[config.mk]
export PLATFORM = sky130hd
export DESIGN_NAME = sprite_fetch_pipe
export DESIGN_NICKNAME = d
export VERILOG_FILES = /design/src/rtl/sprite_fetch_pipe.sv
export SDC_FILE = /design/constraint.sdc
export NUM_CORES = 1
export LEC_CHECK = 0
export BUFFER_PORTS_ARGS = -buffer_cell sky130_fd_sc_hd__buf_2
export CAP_MARGIN = 20
export CORE_ASPECT_RATIO = 1.25
export CORE_MARGIN = 3
export CORE_UTILIZATION = 45
export CTS_BUF_LIST = sky130_fd_sc_hd__clkbuf_2 sky130_fd_sc_hd__clkbuf_4 sky130_fd_sc_hd__clkbuf_8
export DETAILED_ROUTE_END_ITERATION = 7
export HOLD_SLACK_MARGIN = 0.1
export PLACE_DENSITY = 0.7
export SLEW_MARGIN = 5
export SYNTH_ARGS = -nofsm -noshare
export SYNTH_HDL_FRONTEND = slang
export SYNTH_SLANG_ARGS = --single-unit
[constraint.sdc]
create_clock -name clk -period 3.3 [get_ports clk]
set_clock_uncertainty 0.1 [all_clocks]
set_input_delay 0.33 -clock clk [delete_from_list [all_inputs] [get_ports clk]]
set_output_delay 0.33 -clock clk [all_outputs]
set_load 0.02 [all_outputs]
[src/rtl/sprite_fetch_pipe.sv]
// rtl/sprite_fetch_pipe.sv - three-stage sprite hit-test / RAM fetch / transparency pipeline
module sprite_fetch_pipe #(
    parameter int DATA_WIDTH = 8,
    parameter int ADDR_WIDTH = 16,
    parameter int SPR_W      = 16,
    parameter int SPR_H      = 16,
    parameter int N_FRAMES   = 4,
    parameter int FRAME_DIV  = 8,
    parameter logic [DATA_WIDTH-1:0] TRANSP   = 8'hFF,
    parameter logic [DATA_WIDTH-1:0] BG_COLOR = 8'h00
) (
    input  logic                  clk,
    input  logic                  reset_n,
    input  logic                  vsync_start,
    input  logic                  anim_en,
    input  logic                  pos_we,
    input  logic [9:0]            pos_x_i,
    input  logic [9:0]            pos_y_i,
    input  logic [9:0]            pixel_x,
    input  logic [9:0]            pixel_y,
    input  logic                  pixel_valid,
    output logic                  ram_en,
    output logic                  ram_we,
    output logic [ADDR_WIDTH-1:0] ram_addr,
    input  logic [DATA_WIDTH-1:0] ram_data,
    output logic [DATA_WIDTH-1:0] pix_o,
    output logic                  pix_hit_o,
    output logic                  pix_valid_o
);

    localparam int DIV_W       = (FRAME_DIV > 1) ? $clog2(FRAME_DIV) : 1;
    localparam int FRM_W       = (N_FRAMES > 1) ? $clog2(N_FRAMES) : 1;
    localparam int FRAME_WORDS = SPR_W * SPR_H;

    logic [9:0]       pend_x, pend_y;
    logic [9:0]       act_x, act_y;
    logic [DIV_W-1:0] div_cnt;
    logic [FRM_W-1:0] frame_idx;

    logic                  hit0;
    logic [10:0]           sx_end, sy_end;
    logic [9:0]            dx, dy;
    logic [ADDR_WIDTH-1:0] addr0;

    logic hit1, valid1;
    logic hit2, valid2;
    logic opaque;

    assign ram_we = 1'b0;

    // A write coinciding with vsync bypasses the pending register so it takes effect this frame.
    always_ff @(posedge clk or negedge reset_n) begin
        if (!reset_n) begin
            pend_x <= '0;
            pend_y <= '0;
            act_x  <= '0;
            act_y  <= '0;
        end else begin
            if (pos_we) begin
                pend_x <= pos_x_i;
                pend_y <= pos_y_i;
            end
            if (vsync_start) begin
                if (pos_we) begin
                    act_x <= pos_x_i;
                    act_y <= pos_y_i;
                end else begin
                    act_x <= pend_x;
                    act_y <= pend_y;
                end
            end
        end
    end

    always_ff @(posedge clk or negedge reset_n) begin
        if (!reset_n) begin
            div_cnt   <= '0;
            frame_idx <= '0;
        end else if (vsync_start && anim_en) begin
            if (div_cnt == DIV_W'(FRAME_DIV - 1)) begin
                div_cnt   <= '0;
                frame_idx <= (frame_idx == FRM_W'(N_FRAMES - 1)) ? '0 : frame_idx + 1'b1;
            end else begin
                div_cnt <= div_cnt + 1'b1;
            end
        end
    end

    // Bounds are formed at 11 bits so a sprite near x/y=1023 is clipped instead of wrapping to 0.
    assign sx_end = {1'b0, act_x} + 11'(SPR_W);
    assign sy_end = {1'b0, act_y} + 11'(SPR_H);

    assign hit0 = pixel_valid
                  && (pixel_x >= act_x) && ({1'b0, pixel_x} < sx_end)
                  && (pixel_y >= act_y) && ({1'b0, pixel_y} < sy_end);

    assign dx = pixel_x - act_x;
    assign dy = pixel_y - act_y;

    assign addr0 = ADDR_WIDTH'(frame_idx) * ADDR_WIDTH'(FRAME_WORDS)
                 + ADDR_WIDTH'(dy) * ADDR_WIDTH'(SPR_W)
                 + ADDR_WIDTH'(dx);

    assign opaque = hit2 && (ram_data != TRANSP);

    always_ff @(posedge clk or negedge reset_n) begin
        if (!reset_n) begin
            ram_en      <= 1'b0;
            ram_addr    <= '0;
            hit1        <= 1'b0;
            valid1      <= 1'b0;
            hit2        <= 1'b0;
            valid2      <= 1'b0;
            pix_o       <= '0;
            pix_hit_o   <= 1'b0;
            pix_valid_o <= 1'b0;
        end else begin
            ram_en      <= 1'b1;
            ram_addr    <= hit0 ? addr0 : '0;
            hit1        <= hit0;
            valid1      <= pixel_valid;
            hit2        <= hit1;
            valid2      <= valid1;
            pix_o       <= opaque ? ram_data : BG_COLOR;
            pix_hit_o   <= opaque;
            pix_valid_o <= valid2;
        end
    end

endmodule

==> results of run 1 <==
[power groups by stage]
stage	Sequential [uW]	Clock [uW]	Combinational, uW
detailed placement	1080	0	1470
CTS	1060	654	1810
global placement	1080	0	1420
global route	1070	694	2040
floorplan	1090	0	927
finish	1060	635	1840
[per-stage QoR]
stage	setup WS (ps)	util
final	-95.2	0.611
after global routing	-287	0.611
after CTS	-82.9	0.610
after detailed placement	-356	0.555
after global placement	-223	0.555
after floorplan	14.7	-
[per-layer routing]
layer | vias to the layer above | wire (um) | share of wire | track usage
li1 | 1709 | - | - | -
met1 | 1641 | 3990 | 0.41 | 0.212
met2 | 70 | 5250 | 0.54 | 0.349
met3 | 13 | 365 | 0.037 | 0.0327
met4 | 0 | 187 | 0.019 | 0.0714
met5 | - | 0 | 0 | 0
[worst max-delay path by stage]
stage	cells after the start	end	startpoint
after floorplan	17	ram_addr[13]$_DFF_PN0_	act_x[1]$_DFFE_PN0P_
after global placement	18	ram_addr[13]$_DFF_PN0_	pixel_x[1]
after detailed placement	18	ram_addr[13]$_DFF_PN0_	pixel_x[1]
after CTS	18	ram_addr[12]$_DFF_PN0_	act_x[0]$_DFFE_PN0P_
after global routing	17	ram_addr[13]$_DFF_PN0_	act_x[0]$_DFFE_PN0P_
final	18	ram_addr[13]$_DFF_PN0_	act_x[1]$_DFFE_PN0P_
[synth_stat cells, types with 4 or more instances]
master    number  area (sq um)
inv_1         38           143
xnor2_1       20           175
ha_1          47           588
nand2b_1       5          31.3
dfrtp_1       75          1880
clkbuf_1       5          18.8
o21ai_0       28           140
a21o_1        10          75.1
and2_1         8          50.1
nor3_1        14          70.1
a21oi_1       20           100
mux2_2        25           282
fa_1           5           100
nand4_1        7          43.8
nand3_1       12          60.1
nor2_1        21          78.8
nor2b_1        4          25.0
xor2_1         6          52.6
nand2_1       30           113
[sequential cells by signal, indices dropped and copies added, names as in the netlist]
register / flops
ram_en: 1
hit2: 1
pix_valid_o: 1
pend_y: 10
div_cnt: 3
frame_idx: 2
pix_hit_o: 1
act_x: 10
valid2: 1
hit1: 1
pend_x: 10
act_y: 10
valid1: 1
ram_addr: 15
pix_o: 8
[critical path, stage by stage (launching register included)]
cell and delay, ps:
dfrtp_1 390, inv_2 80, ha_4 200, nor2b_4 120, o21ai_2 170, a21boi_2 80, o21ai_2 160, buf_4 130
nand2_1 50, xor2_1 140, ha_1 290, ha_2 180, fa_2 340, a21o_1 180, a21oi_2 170, o21ai_2 80
nor4bb_4 160, xnor2_1 180, nor2_1 60
[cell families after synthesis]
logic type,share of synthesized area
xor gates and xnor gates,0.0531
muxes,0.0657
other,0.00175
DFF,0.438
buffers and inverters,0.0432
and+or+nand+nor,0.122
AOI/OAI and AO/OA,0.116
adders and majority gates,0.160
[what timing repair did]
action / in CTS / in global routing
endpoints found under the setup margin: 6 / 7
resized for setup: 25 / 4
pin swaps: 17 / 6
buffers inserted: 12 / 3
hold buffers: 10 / 0
hold endpoints to repair: 84 / 0
[cell type report]
type / count / area share
Clock buffer: 10 / 0.0244
Clock inverter: 6 / 0.00710
Inverter: 38 / 0.0253
Multi-Input combinational cell: 293 / 0.428
Sequential cell: 75 / 0.333
Tap cell: 123 / 0.0273
Timing Repair Buffer: 138 / 0.155
==> results.md, run 1 <==
* PnR worst setup slack at -95.2 ps
* Root Buffer: clkbuf_8
* Routed len/inst at 14.3 um
* Total negative setup slack at -206 ps
* Area added between synthesis and finish at 31.4%
* Violated checks: setup timing
* Post-synthesis cell area at 4290 sq um
* Top FF cell, synth: dfrtp_1
* Worst-case headroom to the max-slew limit at 0.398
* Register area at 1880 sq um
* Sequential cell area fraction in the yosys report at 0.438
* Vias at 3433
* Fin. Hold Viols at 0
* Pwr Total at 3530 uW
* Total Wirelength at 9.79 mm
* Setup Viol. Count Final at 3
* Power per Cell Area at 627 nW/um^2
* Worst-Skew Late Latency at 350 ps
* Iteration-0 DRC Markers at 118
* Port-buffer cells at a little under 80
* Crit Path Class: flip-flop to flip-flop
* Synth unique cells at 43
* # placed instances at 645
* Final Max Slew Viols at 0
* Most frequent cells in the layout: buf_2, dfrtp_1, buf_4
* Critical Path Fanout Max at 2
* Register bit total from synthesis at 75
* Clk sinks at 75
* Drc violations at 0
* Final instance area at 5640 sq um
* RR Endpoint: ram_addr[13]$_DFF_PN0_
* First-pass GRT wire length at 15.7 mm
* Hold Crit Depth at 2
* Sequential share of power at 0.300
* Fillers at 791
* Nets at 661
* All-Layer GR Usage at 0.188
* Unrepaired setup endpoints after global routing: true
* I/O pins at between 80 and 90
* HPWL after detailed placement at 7.36 mm
* Multi-input logic area at around 2400 sq um
* Clock Pin Slew Worst Setup and Hold Paths at 80 ps
* Min-Delay Path Class: primary input to flip-flop
* Post-DRT Antenna Nets at 0
* N_diodes at 0
* Yosys warnings at 0
* Cts bufs inserted at 9
* # rows at 39
* Syn_area_per_cell at 10.4 sq um
* Sw frac at 0.355
* CP startpoint kind: flip-flop
* Final cell count without fillers at 683
* # Max-Cap Violations at 0
* H-tree depth at 3
* Share of layout cells above drive strength 1 at 0.361
* Worst hold slack at 123 ps
* Initial antenna violation count at 0
* Worst Setup End Kind: flip-flop
* Remaining Overflow, GRT at 0
* Largest net degree at the start of global routing at 76
* Post-DP Area at 5120 sq um
* Critical hold path startpoint: pos_y_i[8]
* Die Ht at 115 um
* Leak at 0.00285 uW
* Worst slew pin tran at roughly 900 ps
* WP data arrival at between 3000 and 4000 ps
* Cell-internal power at 2280 uW
* Clk buf depth at 2
* CTS tree: yes
* Fin crit period at about 3400 ps
* Die X at 93.3 um
* Vias per cell at between 5 and 6
* Initial Util at 0.465
* Core Area at 9220 sq um
* Post-synth EDFFs at 0
* Commonest non-fill, non-tap cell in the layout: buf_2
* Worst reg2reg path depth at 18
* Fmax at 0.295 GHz
* Comb pwr share at 0.520
* Internal reg-to-reg setup slack at -100 ps
* 1st-pass router iterations at 4
* Net Sw Power at 1250 uW
* Outcome: complete, but fails checks
* Worst Hold Path EP: pend_y[8]$_DFF_PN0_
* Vias in the first global route at 3494
* RR Startpoint: act_x[1]$_DFFE_PN0P_
* Async set-or-reset flop fraction in the synthesized netlist at 1.00
* RD Place Congestion at around 0.90
* Worst VDD drop at between 200 and 300 uV
* Die ar. at 10700 sq um
* Final Cycle Share at 1.03
* Clk pwr share at 0.180
* Cells after Synth at roughly 410
* Critical Path RT at around 3400 ps
Power figures use the tool's default switching activity.
==> run 2: changes to the inputs <==
PLACE_DENSITY = 0.67   (was 0.7)
clock period = 4.3 ns   (was 3.3 ns; I/O delays follow)
==> run 2 against run 1 <==
The run now ends clean; critical path depth is 1 lower; wire length down 12%; critical endpoint unchanged; clock-buffer cell count grew 2; sequential power shrank 23%; worst setup slack improved by 490 ps; global-route usage decreased by 1.7 points; via count shrank 6.2%; first-iteration DRC count fell by 8.5%; largest power group unchanged; design area decreased by 11%.
==> results.md, run 2 (synthesis results as in run 1) <==
* Commonest non-fill, non-tap cell in the layout: buf_2 (unchanged)
* HPWL after detailed placement at 6.86 mm (was 7.36 mm)
* Crit path launch: act_x[1]$_DFFE_PN0P_ (unchanged)
* Iteration-0 DRC Markers at 108 (was 118)
* Most frequent cells in the layout: buf_2, dfrtp_1, ha_1 (was buf_2, dfrtp_1, buf_4)
* Area added between synthesis and finish at 17.2% (was 31.4%)
* Min-Delay Path Class: primary input to asynchronous set/reset pin (was primary input to flip-flop)
* Critical Path RT at 4420 ps (was 3410 ps)
* Clock Pin Slew Worst Setup and Hold Paths at 70 ps (was 80 ps)
* Share of layout cells above drive strength 1 at 0.246 (was 0.361)
* Final Cycle Share at 0.907 (was 1.03)
* Multi-input logic area at 2230 sq um (was 2410 sq um)
* Crit path max-delay family: adder cells (unchanged)
* Post-DRT Antenna Nets at 0 (unchanged)
* Vias in the first global route at 3216 (was 3494)
* Cts bufs inserted at 9 (unchanged)
* Worst VDD drop at 187 uV (was 291 uV)
* Critical-path top delay cell: fa_1 (was dfrtp_1)
* Die Ht at 115 um (unchanged)
* GR Util met3 at 0.0458 (was 0.0327)
* CP startpoint kind: flip-flop (unchanged)
* RR Startpoint: act_x[1]$_DFFE_PN0P_ (unchanged)
* Fmax at 0.256 GHz (was 0.295 GHz)
* Worst Setup End Kind: flip-flop (unchanged)
* Worst-Skew Late Latency at 360 ps (was 350 ps)
* Port-buffer cells at 79 (unchanged)
* Cts hold-fix bufs at 0 (was 10)
* CTS tree: yes (unchanged)
* Worst reg2reg path depth at 17 (was 18)
* Nets at 602 (was 661)
* Remaining Overflow, GRT at 0 (unchanged)
* RR Endpoint: ram_addr[13]$_DFF_PN0_ (unchanged)
* Worst-case headroom to the max-slew limit at 0.382 (was 0.398)
* WP data arrival at 4020 ps (was 3510 ps)
* Total Wirelength at 8.66 mm (was 9.79 mm)
* Power per Cell Area at 458 nW/um^2 (was 627 nW/um^2)
* Worst Path Buf+Inv at 2 (unchanged)
* H-tree depth at 3 (unchanged)
* Final core utilization at 0.545 (was 0.611)
* All-Layer GR Usage at 0.170 (was 0.188)
* Root Buffer: clkbuf_8 (unchanged)
* # Max-Cap Violations at 0 (unchanged)
* I/O pins at 82 (unchanged)
* Die X at 93.3 um (unchanged)
* Crit path capture: ram_addr[13]$_DFF_PN0_ (unchanged)
* N_diodes at 0 (unchanged)
* Met1 Use GR at 0.204 (was 0.212)
* Outcome: finished clean (was complete, but fails checks)
* Drc violations at 0 (unchanged)
* 1st-pass router iterations at 4 (unchanged)
* Worst slew pin tran at 926 ps (was 903 ps)
* First-pass GRT wire length at 14.4 mm (was 15.7 mm)
* Fin crit period at 3900 ps (was 3400 ps)
* Fin. Hold Viols at 0 (unchanged)
* Register area at 1880 sq um (unchanged)
* Crit-path most repeated cell: o21ai_0 (was o21ai_2)
* Fillers at 863 (was 791)
* Setup Viol. Count Final at 0 (was 3)
* Total negative setup slack at 0 ps (was -206 ps)
* Routed len/inst at 13.9 um (was 14.3 um)
* Levels on crit path at 17 (was 18)
* Leak at 0.00257 uW (was 0.00285 uW)
* Critical Path Fanout Max at 3 (was 2)
* Worst path max stage delay at 530 ps (was 390 ps)
* Vias per cell at 5.16 (was 5.03)
* Core Area at 9220 sq um (unchanged)
* Clk sinks at 75 (unchanged)
* Initial antenna violation count at 0 (unchanged)
* GRT busiest layer: met2 (unchanged)
* Final Max Slew Viols at 0 (unchanged)
* Top reg by flops: ram_addr (unchanged)
* Die ar. at 10700 sq um (unchanged)
* CP Cell Sequence: inv_1 > ha_1 > nor2b_1 > o21ai_0 > a21boi_1 > o21ai_0 > a21oi_1 > nor3_1 > a311oi_1 > fa_1 > inv_1 > ha_1 > nand2_1 > o21ai_0 > nor4bb_1 > xnor2_1 > nor2_1 (was inv_2 > ha_4 > nor2b_4 > o21ai_2 > a21boi_2 > o21ai_2 > buf_4 > nand2_1 > xor2_1 > ha_1 > ha_2 > fa_2 > a21o_1 > a21oi_2 > o21ai_2 > nor4bb_4 > xnor2_1 > nor2_1)
* Vias at 3219 (was 3433)
* Setup bufs post-CTS at 0 (was 12)
* RD Place Congestion at 0.936 (was 0.903)
* Clk buf depth at 2 (unchanged)
* Met2 Use GR at 0.296 (was 0.349)
* Initial Util at 0.465 (unchanged)
* Internal reg-to-reg setup slack at 400 ps (was -100 ps)
* # rows at 39 (unchanged)
* Max reg flops at 15 (unchanged)
* Unrepaired setup endpoints after global routing: false (was true)
* Crit Path Class: flip-flop to flip-flop (unchanged)
* Largest net degree at the start of global routing at 76 (unchanged)
==> run 2: cell types whose count changed in the layout (fill, tap and decap cells not counted), sizes merged <==
cell,change
inv,-1
clkbuf,+2
dlygate4sd3,-10
clkinvlp,-1
bufinv,+2
buf,-49
clkinv,-2
==> run 2: how the worst min path moves through the flow <==
stage,start,endpoint,cells past startpoint
after detailed placement,hit1$_DFF_PN0_,hit2$_DFF_PN0_,0
after global routing,pixel_valid,valid1$_DFF_PN0_,1
after floorplan,reset_n,act_x[0]$_DFFE_PN0P_,0
final,reset_n,pix_o[6]$_DFF_PN0_,1
after CTS,pixel_valid,valid1$_DFF_PN0_,1
after global placement,hit1$_DFF_PN0_,hit2$_DFF_PN0_,0
==> run 2: metal layers <==
layer | vias up | wire length [um]
li1 | 1603 | -
met1 | 1523 | 3660
met2 | 82 | 4380
met3 | 11 | 458
met4 | 0 | 155
met5 | - | 0
==> run 2: cell type report <==
cell class | instances | share of cell area
clock buffer | 12 | 0.0304
tap | 123 | 0.0306
sequential | 75 | 0.373
timing repair buffer | 79 | 0.0791
multi-input combinational | 293 | 0.444
inverter | 38 | 0.0284
clock inverter | 4 | 0.0147
==> run 2: timing repair <==
item,4_1_cts,5_1_grt
endpoints found under the hold margin,0,0
gates resized for setup,0,1
setup endpoints to repair,0,1
==> run 2: through the flow <==
stage / power, uW / cell area (sq um) / setup slack [ps] / hold WS (ps) / std cells
finish: 2300 / 5030 / 398 / 108 / 624
CTS: 2340 / 5030 / 249 / 104 / 624
floorplan: 1500 / 4290 / 689 / 34.4 / 415
global placement: 1680 / 4800 / 250 / 231 / 608
global route: 2490 / 5030 / 23.8 / 113 / 624
detailed placement: 1710 / 4800 / 102 / 236 / 608
==> run 2: report_power, final <==
part | leakage (uW) | switching, uW | internal (uW)
clock | 0.000117 | 250 | 356
combinational | 0.00151 | 480 | 398
sequential | 0.000948 | 38.2 | 778
total | 0.00257 | 769 | 1530
